==> src/rtl/bitrev_rr_sched.sv <==
// Round-robin arbiter feeding one shared bit-reversal stage.
// One registered result slot, tagged with the id of the requester that won.
module bitrev_rr_sched #(
   parameter int DATA_WIDTH = 32,
   parameter int NUM_REQ    = 4,
   localparam int ID_WIDTH  = (NUM_REQ > 1) ? $clog2(NUM_REQ) : 1
) (
   input  logic                          clk,
   input  logic                          resetn,
   input  logic [NUM_REQ-1:0]            req_valid,
   input  logic [NUM_REQ*DATA_WIDTH-1:0] req_data,
   output logic [NUM_REQ-1:0]            req_ready,
   output logic                          out_valid,
   input  logic                          out_ready,
   output logic [DATA_WIDTH-1:0]         out_data,
   output logic [ID_WIDTH-1:0]           out_id,
   output logic [15:0]                   xfer_cnt
);

   logic [DATA_WIDTH-1:0] words [NUM_REQ];
   logic [DATA_WIDTH-1:0] rev;
   logic [ID_WIDTH-1:0]   last_grant;
   logic [ID_WIDTH-1:0]   gidx;
   logic [ID_WIDTH-1:0]   slot;
   logic [NUM_REQ-1:0]    grant;
   logic                  found;
   logic                  can_accept;
   logic                  accept;

   for (genvar gi = 0; gi < NUM_REQ; gi++) begin : g_unpack
      assign words[gi] = req_data[gi*DATA_WIDTH +: DATA_WIDTH];
   end

   assign can_accept = !out_valid || out_ready;

   // Search starts one past the last winner and wraps, so every
   // waiting requester is served within NUM_REQ accepts.
   always_comb begin
      grant = '0;
      gidx  = '0;
      slot  = '0;
      found = 1'b0;
      if (can_accept && resetn) begin
         for (int k = 1; k <= NUM_REQ; k++) begin
            slot = ID_WIDTH'((int'(last_grant) + k) % NUM_REQ);
            if (!found && req_valid[slot]) begin
               found       = 1'b1;
               grant[slot] = 1'b1;
               gidx        = slot;
            end
         end
      end
   end

   assign req_ready = grant;
   assign accept    = found;

   always_comb begin
      rev = '0;
      for (int i = 0; i < DATA_WIDTH; i++) begin
         rev[i] = words[gidx][DATA_WIDTH-1-i];
      end
   end

   always_ff @(posedge clk or negedge resetn) begin
      if (!resetn) begin
         out_valid  <= 1'b0;
         out_data   <= '0;
         out_id     <= '0;
         xfer_cnt   <= '0;
         last_grant <= ID_WIDTH'(NUM_REQ - 1);
      end else if (accept) begin
         out_valid  <= 1'b1;
         out_data   <= rev;
         out_id     <= gidx;
         last_grant <= gidx;
         xfer_cnt   <= xfer_cnt + 16'd1;
      end else if (out_ready) begin
         // Drained with nothing new: data and id keep their last values.
         out_valid  <= 1'b0;
      end
   end

endmodule

==> config.mk <==
export PLATFORM = sky130hd
export DESIGN_NAME = bitrev_rr_sched
export DESIGN_NICKNAME = d
export VERILOG_FILES = /design/src/rtl/bitrev_rr_sched.sv
export SDC_FILE = /design/constraint.sdc
export NUM_CORES = 1
export LEC_CHECK = 0
export CORE_MARGIN = 10
export CORE_UTILIZATION = 37
export CTS_CLUSTER_SIZE = 16
export DETAILED_ROUTE_END_ITERATION = 7
export GPL_TIMING_DRIVEN = 0
export PLACE_DENSITY = 0.8
export SKIP_CTS_REPAIR_TIMING = 1
export SKIP_LAST_GASP = 1
export SLEW_MARGIN = 30
export SYNTH_ARGS = -nofsm -noshare
export SYNTH_HDL_FRONTEND = slang
export SYNTH_SLANG_ARGS = --single-unit
==> constraint.sdc <==
create_clock -name clk -period 3.3 [get_ports clk]
set_clock_uncertainty 0.2 [all_clocks]
set_input_delay 0.66 -clock clk [delete_from_list [all_inputs] [get_ports clk]]
set_output_delay 0.66 -clock clk [all_outputs]
set_load 0.005 [all_outputs]
### Word-level counts from Yosys, hierarchy flattened

Index checks and enable logic that the tools add are counted.

* word-level logic and storage cells: 79
* output and inout port bits: 55
* input port bits: 135
* flip-flop bits (word level): 53

* bitwise logic cells: 4
* reduce and logical (&&, ||, !) cells: 14
* mux-type cells: 42
* add/subtract/negate cells: 5
* $lt $le $gt $ge: 9

Operator list (count)
* $bmux W32 S2: 1
* $mux W32: 2
* $mux W4: 8
* $mux W1: 18
* $add A16 B1 Y16 const B: 1
* $lt A2 B3 Y1 const B: 4
* $or A4 B4 Y4: 3
* $mux W2: 5
* $bmux W1 S2: 4
* $demux W1 S2: 4
* $ge A2 B1 Y1 const B: 4
* $logic_and A1 B1 Y1: 8
* $add A2 B1 Y2 const B: 2
* $add A2 B2 Y2 const B: 2
* $logic_not A1 Y1: 4
* $ge A3 B3 Y1 const B: 1
* $not A2 Y3: 1
* $reduce_bool A2 Y1: 1
* $logic_or A1 B1 Y1: 1

### Logic depth before layout (Yosys ltp)

* depth in word-level cells: 21
* mapped depth: 12
* mapped depth without buffers: 8

### Worst setup path before layout

OpenSTA, ideal clock, no wires.

* path kind: register to output
* from: reg last_grant[1]
* to: out req_ready[0]
* path buffers: 2
* required time: 2440 ps
* slack: -258 ps
* arrival time: 2698 ps
* stages on the path, launching flop included: 10
* cells stage by stage: dfstp_2 clkbuf_1 inv_1 ha_1 buf_2 mux4_2 nor3_2 and2b_2 a221oi_1 nor2_1

* cells in the longest elaborated chain, start to end: 17
* elaborated cells on any way between the ends: 55
* classes of those cells: add/sub: 4; order compare: 8; mux: 30; bitwise: 3; reduce/logical: 10

RTL lines
* from (decl): RTL line 22 `logic [ID_WIDTH-1:0] last_grant;`
* from (signal assigned): RTL line 71 `last_grant <= ID_WIDTH'(NUM_REQ - 1);`
* from (signal assigned): RTL line 76 `last_grant <= gidx;`
* parallel branches: the longest is 15 deep, another holds $lt A2 B3 Y1
* $mux W4 (*): RTL line 46 `if (!found && req_valid[slot]) begin`
* $mux W4 (*): RTL line 43 `if (can_accept && resetn) begin`
* to (decl): RTL line 12 `output logic [NUM_REQ-1:0] req_ready,`

Mark *: on every way between the ends. The select of a mux whose other input is x is not followed.

### Worst setup path after layout

* from: reg last_grant[0]
* to: out req_ready[1]

The elaborated chain is that of the path after synthesis.

==> results.cfg <==
[run_status]
outcome = finished with violations
violations = setup timing

[worst_setup_path]
critPathLaunchType = register
slowest_delay_ns = 0.59
r2r_end = out_data[3]
reg2regPathDepth = 11
worstReg2RegStart = last_grant[0]
critPathMaxFanout = 7
crit_path_top_delay_cell = mux4_2
critPathCaptureType = primary output
critPathKind = reg -> out
worstPathRequired_ns = 2.44
arrival_ns = 2.85
r2r_slack_ns = -0.19
cp_cell_sequence = buf_8 > clkinvlp_4 > ha_4 > mux4_2 > nor3_4 > and2b_2 > a221oi_2 > nor2_1 > buf_2
crit_end = req_ready[1]
worstSetupStartpoint = last_grant[0]

[clocking]
cts.sinks = 53
clk_pin_slew_ns = 0.09
root_buffer = clkbuf_8
htree_levels = 2
cts_made_buffers = 5
cts_tree = done
cts_buffer_depth = 2
clock_latency_ns = 0.32

[synthesis]
synth_ff_type = dfrtp_1
postSynthCellCount = 365
synth.net_count = 509
ys_seq_area_frac = 0.343
synth_seq_cells = 53
synth-edff-count = 0
yosys-top-cells-area = dfrtp_1 33%, a211oi_2 9.7%, o31ai_2 9.7%, a221oi_1 8.6%, nor3b_1 6.2%
avgSynthCellArea_um2 = 10.6
async_flop_share = 1.00
yosys_warnings = 0
synth_top_area_share = 0.329
synth_cell_type_count = 46
syn-cell-area_um2 = 3870
yosys.area.top_type = dfrtp_1

[global_routing]
antenna_found_initial = 0
grt.total_usage = 0.184
grt_pass1_vias = 4048
grt_max_degree = 33
grt_pass1_wl_um = 22300
grt_remaining_overflow = 0

[drt]
vias = 4027
wl_per_cell_um = 21.7
drt_iter0_drc = 199
drcViolationCount = 0
drtPass1Iterations = 4
final_antenna_net_count = 0
vias_per_cell = 5.59
routed_wl_um = 15600

[sta]
max_slew_margin = 0.515
setup_ws_ns = -0.407
drv_slew = 0
hold_violations = 0
max_freq_ghz = 0.270
finalSetupViolCount = 35
min_period_ns = 3.71
fin_tns_setup_ns = -4.31
holdWs_ns = 0.0467
worst_pin_slew_ns = 0.720
rsz0062_at_grt = true
finalCritPeriodShare = 1.12

[floorplan]
die_y_um = 122
die_area_um2 = 15000
initial_core_util = 0.377
ios = 190
die_w_um = 122
core.rowCount = 37
core_region_area_um2 = 10300

[finish]
final_nets = 728
final_common_cell = clkdlybuf4s50_1
fin_util = 0.641
instances_no_fill = 721
diodes = 0
final_area_um2 = 6590
mostFrequentLayoutCells = 182 x clkdlybuf4s50_1, 51 x dfrtp_1, 47 x nand2_1, 31 x a221oi_1, 31 x o31ai_2
nFillCells = 842
syn_to_final_growth_pct = 70.0
drive_above_1_share = 0.296

[place]
place.gp.congestion = 0.820
dp_cells = 689
place_area_um2 = 5970
place_ws_ns = -0.796
place_hpwl_um = 11500
io_buffers = 187

[power]
ir_worst_vdd_uv = 352
power_mw = 5.80
leakage_nw = 2.53
power.density_nw_per_um2 = 881

[worst_hold_path]
hp-class = in -> async

[job]
cap_violations = 0
cells by family (layout without fill, tap and decap cells):
family                     Yosys count  in the layout  share of synthesized area
AOI/OAI and AO/OA                  117            118                      0.323
buffers and inverters               38            257                     0.0604
and+or+nand+nor                    122            122                      0.172
adders and majority gates            9              9                     0.0291
DFF                                 53             53                      0.343
xor gates and xnor gates            16             16                     0.0362
muxes                               10             10                     0.0362
worst min-delay path by stage:
stage                         start           end  slack (ns)  cells after the start
after floorplan              resetn   out_data[0]        0.16                      0
after global placement    out_id[1]     out_id[1]        0.26                      2
after detailed placement  out_id[0]     out_id[0]        0.26                      2
after CTS                    resetn  out_data[14]        0.04                      1
after global routing         resetn   out_data[5]        0.05                      1
final                        resetn   xfer_cnt[3]        0.05                      1
layout make-up:
cell class	count	area [um2]	area share
timing repair buffer	212	2050	0.312
inverter	3	18.8	0.00285
clock inverter	3	68.8	0.0105
buffer	34	289	0.0439
multi-input combinational	275	2590	0.393
tap	136	170	0.0258
sequential	53	1330	0.202
clock buffer	5	68.8	0.0105
registers in the layout, indices dropped and copies added (netlist names):
| signal | count |
|---|---|
| out_id | 2 |
| last_grant | 2 |
| out_data | 32 |
| out_valid | 1 |
| xfer_cnt | 16 |
routing by layer:
metal / wire length (um) / vias to the layer above / global-route usage
met5: 0 / - / 0
met4: 184 / 0 / 0.0339
met3: 1440 / 15 / 0.0702
met2: 7770 / 180 / 0.312
met1: 6250 / 1990 / 0.220
li1: - / 1842 / -
synth_stat cells, types with 4 or more instances:
cell type and n:
ha_1 9, a22oi_1 4, nand2_1 49, nor2_1 14, dfrtp_1 51, o31ai_2 30
o21ai_0 4, nand4_1 4, xnor2_1 12, and2_1 4, a211oi_2 30, buf_6 10
clkbuf_1 14, buf_2 10, nor3b_1 32, nand3_1 4, mux2i_1 5, xor2_1 4
a221oi_1 38
worst max-delay path: cells and delay by family (launching register included):
kind            cells  cell delay, ns
simple gates        3            0.60
compound gates      1            0.08
flops               1            0.58
fa+ha+maj           1            0.33
buf+inv             3            0.36
mux                 1            0.59
power by group:
| group | total [mW] | internal [mW] | switching, mW | leakage, nW |
|---|---|---|---|---|
| clock network | 0.539 | 0.306 | 0.234 | 0.0687 |
| registers | 1.09 | 0.917 | 0.175 | 0.666 |
| logic | 4.17 | 2.00 | 2.17 | 1.79 |
| total | 5.80 | 3.22 | 2.58 | 2.53 |
No activity file was read; power rests on OpenSTA's default activity.
